--- src/rtl/regfile_wb_scheduler.sv ---
// Owns the register-file write port: pipeline WB beats the long unit, zero-latency arbitration.
// Long-unit results wait via lu_ready; ID stalls on RAW/WAW/capacity hazards and on write-port starvation.
module regfile_wb_scheduler #(
    parameter int MAX_OUTSTANDING = 4,
    parameter int STARVE_LIMIT    = 8,
    parameter int CNT_W           = 3
) (
    input  logic             clk,
    input  logic             rst,
    input  logic             id_valid,
    input  logic [4:0]       id_rs1Addr,
    input  logic [4:0]       id_rs2Addr,
    input  logic [4:0]       id_rdAddr,
    input  logic             id_rdWrite,
    input  logic             id_isLong,
    output logic             stall,
    input  logic             wb_valid,
    input  logic [4:0]       wb_addr,
    input  logic [31:0]      wb_data,
    input  logic             lu_valid,
    input  logic [4:0]       lu_addr,
    input  logic [31:0]      lu_data,
    output logic             lu_ready,
    output logic             RegWrite,
    output logic [4:0]       WriteAddr,
    output logic [31:0]      WriteData,
    output logic [31:0]      pending,
    output logic [CNT_W-1:0] outstanding
);

    localparam int SW = $clog2(STARVE_LIMIT + 1);
    localparam logic [SW-1:0]    STARVE_MAX = SW'(STARVE_LIMIT);
    localparam logic [CNT_W-1:0] OUT_MAX    = CNT_W'(MAX_OUTSTANDING);

    logic [SW-1:0] starve_cnt;
    logic          wb_busy;
    logic          transfer;
    logic          starve_stall;
    logic          raw_hazard;
    logic          waw_hazard;
    logic          cap_hazard;
    logic          issue;
    logic [31:0]   set_mask;
    logic [31:0]   clr_mask;

    assign wb_busy = wb_valid && (wb_addr != 5'd0);

    // WB to x0 is a no-op write, so it must not cost the long unit its slot.
    always_comb begin
        RegWrite  = 1'b0;
        WriteAddr = 5'd0;
        WriteData = 32'd0;
        lu_ready  = 1'b0;
        if (!rst) begin
            if (wb_busy) begin
                RegWrite  = 1'b1;
                WriteAddr = wb_addr;
                WriteData = wb_data;
            end else if (lu_valid) begin
                lu_ready  = 1'b1;
                RegWrite  = (lu_addr != 5'd0);
                WriteAddr = lu_addr;
                WriteData = lu_data;
            end
        end
    end

    assign transfer     = lu_valid && lu_ready;
    assign starve_stall = (starve_cnt == STARVE_MAX);

    // Hazards use pre-edge pending, so a register completing this cycle still stalls once.
    assign raw_hazard = ((id_rs1Addr != 5'd0) && pending[id_rs1Addr])
                     || ((id_rs2Addr != 5'd0) && pending[id_rs2Addr]);
    assign waw_hazard = id_rdWrite && (id_rdAddr != 5'd0) && pending[id_rdAddr];
    assign cap_hazard = id_isLong && (outstanding == OUT_MAX);

    assign stall = rst || starve_stall
                || (id_valid && (raw_hazard || waw_hazard || cap_hazard));

    assign issue    = id_valid && !stall && id_isLong;
    assign set_mask = (issue && id_rdWrite && (id_rdAddr != 5'd0)) ? (32'd1 << id_rdAddr) : 32'd0;
    assign clr_mask = transfer ? (32'd1 << lu_addr) : 32'd0;

    always_ff @(posedge clk) begin
        if (rst) begin
            pending     <= 32'd0;
            outstanding <= '0;
            starve_cnt  <= '0;
        end else begin
            pending <= ((pending & ~clr_mask) | set_mask) & ~32'd1;

            if (issue && !transfer)
                outstanding <= outstanding + 1'b1;
            else if (transfer && !issue)
                outstanding <= outstanding - 1'b1;

            if (!lu_valid || transfer)
                starve_cnt <= '0;
            else if (starve_cnt != STARVE_MAX)
                starve_cnt <= starve_cnt + 1'b1;
        end
    end

    a_no_transfer_when_empty : assert property (
        @(posedge clk) disable iff (rst) !(transfer && (outstanding == '0)));

    a_no_issue_over_capacity : assert property (
        @(posedge clk) disable iff (rst) !(issue && (outstanding == OUT_MAX)));

endmodule

--- config.mk ---
export PLATFORM = sky130hd
export DESIGN_NAME = regfile_wb_scheduler
export DESIGN_NICKNAME = d
export VERILOG_FILES = /design/src/rtl/regfile_wb_scheduler.sv
export SDC_FILE = /design/constraint.sdc
export NUM_CORES = 1
export LEC_CHECK = 0
export ABC_CLOCK_PERIOD_IN_PS = 3900
export CAP_MARGIN = 0
export CORE_MARGIN = 8
export CORE_UTILIZATION = 40
export DETAILED_ROUTE_END_ITERATION = 10
export HOLD_SLACK_MARGIN = 0.1
export PLACE_DENSITY = 0.9
export SLEW_MARGIN = 0
export SYNTH_ARGS = -nofsm -noshare
export SYNTH_HDL_FRONTEND = slang
export SYNTH_SLANG_ARGS = --single-unit
--- constraint.sdc ---
create_clock -name clk -period 3.9 [get_ports clk]
set_clock_uncertainty 0.05 [all_clocks]
set_input_delay 0.78 -clock clk [delete_from_list [all_inputs] [get_ports clk]]
set_output_delay 0.78 -clock clk [all_outputs]
set_load 0.05 [all_outputs]
==> summary.txt, run 1 <==
Flow run
  • Max Cap Viol: 0

Floorplanning
  • Rows: 32
  • Die height: 105 um
  • Die width: 105 um
  • Die area: 11100 um^2
  • Core area: 7730 um^2
  • # IOs: around 170
  • Effective utilization at floorplan: 41.1%

Synthesis
  • Yosys top cell by area: dfxtp_1
  • Syn Nets: 448
  • Synthesis warning total: 0
  • Yosys cell types: 57
  • Most frequent cells after synthesis: 38 x dfxtp_1, 37 x a22o_1, 36 x nor2b_1
  • Yosys top cell area share: 23.9%
  • Synth Flop Type: dfxtp_1
  • Syn Area/Cell: 9.14 um^2
  • Post-synth EDFFs: 0
  • Syn Inst Count: 348
  • Synthesis-stage register bit count: 38
  • Ys async rst share: 0%
  • Most numerous cell in the Yosys netlist: dfxtp_1
  • Largest cells by area after synthesis: dfxtp_1 24%, mux4_2 11%, a22o_1 10%
  • Sequential area share after synthesis: about a quarter
  • Synthesized area: about 3200 um^2

Worst setup path
  • R2R Path Start: pending[6]
  • Register-to-register setup slack: 0.59 ns
  • CP Capture Type: primary output
  • Startpoint types: primary input
  • Reg-to-reg endpoint: outstanding[2]
  • Critical Path Fanout Max: 6
  • Setup CP Type: primary input to primary output
  • R2R cell count: 13
  • Critical Path RT: 3.07 ns
  • Arrival time worst endpoint: ~3.0 ns

Global route
  • Total congestion overflow: 0
  • Vias in the first global route: roughly 4000
  • Overall Global Routing Usage: 26.6%
  • First-pass GRT wire length: 23000 um
  • Largest net degree at the start of global routing: 37
  • Initial antenna violation count: 0

Power and ir drop
  • Reg power frac: 32.4%
  • Power share of the combinational group: 44.2%
  • Pwr Density: around 220 nW/um^2
  • Internal Pwr Total: 803 uW
  • Psw: 433 uW
  • Clock network power share: 23.4%
  • Peak supply drop: 0.126 mV
  • Leak Pwr: approximately 2.2 nW
  • Sw Ratio: between 30% and 40%

Status
  • Outcome: completed

STA
  • Fin. max-slew vios: 0
  • Max Freq: 0.261 GHz
  • Tcrit/Tclk final: approximately 98%
  • Slew HR: 54.0%
  • Final Hold Viols: 0
  • Tightest Pin Transition: 0.681 ns
  • # setup viols final: 0
  • Min Clock Period, post-route: around 3.8 ns
  • Setup ws final: 0.0730 ns
  • WHS: 0.489 ns
  • Final setup TNS: 0 ns

Placed design
  • Final GP Congestion: 0.920
  • IO Port Bufs: 169
  • DP HPWL: 12400 um
  • Place WS: -0.351 ns

Layout
  • Area Growth Syn to Fin: 78.0%
  • Nets@finish: 625
  • Number of fill cells in the layout: roughly 540
  • Share of cells above drive strength 1: 22.2%
  • N_diodes: 0

Worst hold path
  • Cell depth of the worst min-delay path: 2
  • Min-delay src: outstanding[2]
  • Worst min-delay path category: register to register
  • Worst hold endpoint: outstanding[2]

Drt
  • DR vias: 4028
  • DR pass1 iterations: 6
  • Post-route ant nets: 0
  • DRT iter0 DRCs: 532
  • Total wire length: 15800 um
  • Post-detailed-route via-to-cell ratio: 6.41
  • Residual DRC: 0
  • Wirelength per Cell: ~25 um

Clock tree
  • Clock Sinks: 38
  • CTS Buf Count: 5
  • Htree depth: 2
  • CTS max path bufs: 2
  • CTS root buf: clkbuf_8
  • CTS tree: built
  • Clk_lat worst skew: roughly 0.3 ns
  • CTS clk-pin slew, worst paths: approximately 0.080 ns
-- cell usage in the layout, fill, tap and decap left out, types with 4 or more instances in the layout --
cell type,Yosys,layout
inv_1,6,6
buf_4,1,28
dlymetal6s2s_1,0,4
mux4_2,16,16
nand3_1,7,7
nand2_1,15,15
dfxtp_1,38,38
mux2i_1,12,12
o31ai_1,25,25
buf_12,0,41
a22o_1,37,37
o41ai_1,7,7
clkdlybuf4s50_1,0,122
nor2_1,17,16
clkbuf_8,1,6
o21ai_0,32,32
buf_6,6,4
nor2b_1,36,36
nand3b_1,6,6
-- registers in the layout, summed over array words and instances, names as in the netlist --
signal and count:
pending 31, starve_cnt 4, outstanding 3
-- worst max-delay path: stages --
cell             delay [ns]
clkdlybuf4s50_1        0.49
buf_4                  0.16
mux4_1                 0.32
nor3b_2                0.27
nor4_4                 0.07
nor4_4                 0.33
nand3_2                0.12
a211o_1                0.30
buf_6                  0.16
-- how the worst max path moves through the flow --
| stage | endpoint | slack, ns | from | cells past startpoint |
|---|---|---|---|---|
| 5_1_grt | outstanding[2] | -0.02 | id_rs2Addr[2] | 14 |
| 6_report | stall | 0.07 | id_rs2Addr[3] | 9 |
| 2_1_floorplan | WriteData[10] | 0.05 | wb_addr[2] | 6 |
| 4_1_cts | outstanding[2] | 0.01 | id_rs1Addr[1] | 15 |
| 3_5_place_dp | outstanding[2] | -0.35 | id_rs2Addr[2] | 13 |
| 3_3_place_gp | outstanding[2] | -0.18 | id_rs2Addr[2] | 13 |
-- area by class of cell --
class | instances | area, um^2 | share of cell area (%)
repair buffers | 203 | 2380 | 42.0
multi-input cells | 270 | 2270 | 40.1
well taps | 102 | 128 | 2.26
inverters | 7 | 26.3 | 0.464
clock buffers | 6 | 82.6 | 1.46
flip-flops and latches | 38 | 761 | 13.4
clock inverters | 2 | 12.5 | 0.221
-- logic make-up after synthesis --
kind of cell / count (synthesis) / share of synthesized area [%]
mux: 34 / 18.7
fa+ha+maj: 4 / 1.81
other cells: 1 / 0.118
buf+inv: 40 / 6.77
xor+xnor: 5 / 1.38
flops: 38 / 23.9
compound gates: 118 / 27.1
simple gates: 108 / 20.3
-- power groups by stage --
stage	sequential, mW	combinational, mW	clock, mW
3_3_place_gp	0.408	0.514	0
5_1_grt	0.401	0.566	0.302
3_5_place_dp	0.409	0.525	0
2_1_floorplan	0.422	0.233	0
4_1_cts	0.400	0.530	0.288
6_report	0.400	0.546	0.290
-- stage by stage --
stage | area (um^2) | util (%) | power, mW | std cells
3_5_place_dp | 5430 | 70.2 | 0.934 | 613
6_report | 5660 | 73.2 | 1.24 | 628
5_1_grt | 5660 | 73.2 | 1.27 | 628
2_1_floorplan | 3180 | - | 0.655 | 348
3_3_place_gp | 5430 | 70.2 | 0.921 | 613
4_1_cts | 5550 | 71.8 | 1.22 | 624
-- what timing repair did --
item | in CTS | in global routing
pin swaps | 4 | 5
hold buffers | 0 | 0
resized for setup | 5 | 19
buffers inserted | 3 | 3
hold endpoints to repair | 0 | 0
cloned | 0 | 1
setup endpoints to repair | 2 | 2
-- per-layer routing --
metal | GRT usage, % | vias up | wire (um)
li1 | - | 1709 | -
met1 | 31.1 | 1925 | 5690
met2 | 46.8 | 309 | 8180
met3 | 5.59 | 85 | 1350
met4 | 9.17 | 0 | 566
met5 | 0 | - | 0
Note: power is estimated with default switching activity, not from simulation.
==> run 2: changes to the inputs <==
- CORE_UTILIZATION: 40 -> 35
- PLACE_DENSITY: 0.9 -> 0.81
==> run 2 against run 1 <==
Net effect: sequential power about the same; register-to-register slack gained 0.05 ns; combinational power hardly changed; sequential share of layout area fell by 0.071 points; global-route usage is 4.5 points lower; first-iteration DRC count down 9.0%; utilization fell by 8.3 points; final cell count is 0.64% higher; via count fell by 3.8%; power grew 3.8%; non-clock buffer count decreased by 1; fmax rose by 1.3%; largest power group unchanged; highest routed layer unchanged.
==> summary.txt, run 2 (synthesis gave the netlist of run 1 again) <==
STA
  • Max Freq: 0.265 GHz
  • Tcrit/Tclk final: 96.9%
  • Unrepaired setup endpoints after global routing: false
  • Slew HR: 63.0%
  • Final setup TNS: 0 ns
  • Final Hold Viols: 0
  • Tightest Pin Transition: 0.549 ns
  • Fin. max-slew vios: 0
  • # setup viols final: 0
  • Min Clock Period, post-route: ~3.8 ns

Clock tree
  • Post-CTS Hold Fix Bufs: 0
  • CTS max path bufs: 2
  • CTS clk-pin slew, worst paths: 0.07 ns
  • Htree depth: 2
  • Clock Sinks: 38
  • CTS root buf: clkbuf_8
  • CTS Buf Count: 5
  • CTS tree: built
  • Clk_lat worst skew: 0.29 ns

Floorplanning
  • Rows: 34
  • Effective utilization at floorplan: 36.3%
  • # IOs: 171
  • Die width: 111 um
  • Core area: 8760 um^2
  • Die area: ~12000 um^2
  • Die height: about 110 um

Flow run
  • Max Cap Viol: 0

Power and ir drop
  • Leak Pwr: approximately 2.2 nW
  • Psw: 417 uW
  • Pwr Density: roughly 230 nW/um^2
  • Reg power frac: roughly 31%
  • Peak supply drop: 0.121 mV
  • Power share of the combinational group: 42.3%
  • Power, Total: between 1 and 1.5 mW
  • Clock network power share: approximately a quarter
  • Internal Pwr Total: approximately 870 uW
  • Sw Ratio: 32.5%

Worst setup path
  • Setup CP Type: primary input to primary output
  • CP max stage cell: mux4_2
  • Crit. path cell count: 9
  • Buffers and inverters on the worst path: 3
  • Crit-path leading delay family: compound AO/OA/AOI/OAI gates
  • Register-to-register setup slack: 0.64 ns
  • Slowest cell delay on critical path: 0.50 ns
  • Critical Path RT: 3.07 ns
  • Startpoint types: primary input
  • Critical Path Fanout Max: 8
  • Arrival time worst endpoint: 2.95 ns
  • Crit-path cells: dlygate4sd2_1 -> buf_12 -> mux4_2 -> mux2i_1 -> o22ai_1 -> o31ai_2 -> nand3_2 -> a211o_1 -> buf_6
  • CP Capture Type: primary output
  • R2R cell count: 13

Layout
  • Footprint of the multi-input gates: 2280 um^2
  • N_diodes: 0
  • Most frequent cells in the layout: 121 x clkdlybuf4s50_1, 41 x buf_12, 38 x dfxtp_1
  • Area Growth Syn to Fin: 78.9%
  • Largest registers: pending: 31 flops, starve_cnt: 4 flops, outstanding: 3 flops
  • FF/Latch Area: 761 um^2
  • Share of cells above drive strength 1: 22.3%
  • Number of fill cells in the layout: a little under 700
  • Commonest non-fill, non-tap cell in the layout: clkdlybuf4s50_1
  • Largest Register: pending
  • Number of flip-flops in the largest register: 31
  • Nets@finish: 624

Global route
  • GR Util met3: between 4 and 5%
  • Grt met1 use: 25.6%
  • GRT busiest layer: met2
  • Grt met2 use: 39.6%
  • Total congestion overflow: 0
  • First-pass GRT wire length: 22200 um
  • Initial antenna violation count: 0
  • Vias in the first global route: 3874
  • Largest net degree at the start of global routing: 36
  • Overall Global Routing Usage: 22.1%

Placed design
  • IO Port Bufs: 169
  • DP HPWL: between 10000 and 15000 um
  • Final GP Congestion: 0.957

Drt
  • Post-detailed-route via-to-cell ratio: around 6.1
  • Post-route ant nets: 0
  • Total wire length: between 10000 and 15000 um
  • DR pass1 iterations: 7
  • DRT iter0 DRCs: approximately 480
  • Residual DRC: 0
  • DR vias: 3874
  • Wirelength per Cell: 23.5 um

Worst hold path
  • Worst min-delay path category: register to register
  • Cell depth of the worst min-delay path: 2

Status
  • Outcome: completed
## run 2: layer usage
metal / routed length (um) / part of all wire (%)
met1: 5450 / 37
met3: 1240 / 8.4
met5: 0 / 0
met2: 7730 / 52
met4: 422 / 2.8
## run 2: worst paths after layout
kind,from,to
hold / removal,starve_cnt[3],starve_cnt[3]
hold reg to reg,starve_cnt[3],starve_cnt[3]
setup / recovery,id_rdAddr[0],stall
setup reg to reg,pending[7],outstanding[2]
## run 2: tightest hold or removal path, stage by stage (launching register included)
cell     delay, ns
dfxtp_1       0.35
xor2_1        0.08
nor2_1        0.08
## run 2: area by class of cell
cell class,count,area share (%)
multi-input combinational,270,40.0
tap,108,2.38
inverter,7,0.462
clock inverter,1,0.528
clock buffer,6,1.45
timing repair buffer,202,41.8
sequential,38,13.4
## run 2: power groups by stage
stage                     Combinational (mW)  Clock (mW)  Sequential (mW)
after floorplan                        0.233           0            0.422
after global placement                 0.512           0            0.408
after detailed placement               0.521           0            0.408
after CTS                              0.527       0.340            0.400
after global routing                   0.564       0.361            0.400
final                                  0.543       0.341            0.400
## run 2: timing repair
action	CTS	global route
endpoints found under the setup margin	2	2
setup buffers	2	5
pin swaps	3	8
gates resized for setup	8	24
## run 2: through the flow
stage | std cells | instance area, um^2 | setup WS [ns] | util (%) | hold WS, ns
2_1_floorplan | 348 | 3180 | 0.0521 | - | 0.422
3_3_place_gp | 618 | 5430 | -0.206 | 61.9 | 0.433
3_5_place_dp | 618 | 5430 | -0.343 | 61.9 | 0.457
4_1_cts | 627 | 5570 | 0.0351 | 63.5 | 0.469
5_1_grt | 632 | 5690 | 0.0187 | 64.9 | 0.515
6_report | 632 | 5690 | 0.121 | 64.9 | 0.486
==> run 3: changes to the inputs <==
- CAP_MARGIN: 0 -> 40
==> results of run 3 <==
No change in the layout: final DEF, timing and power equal those of run 2.
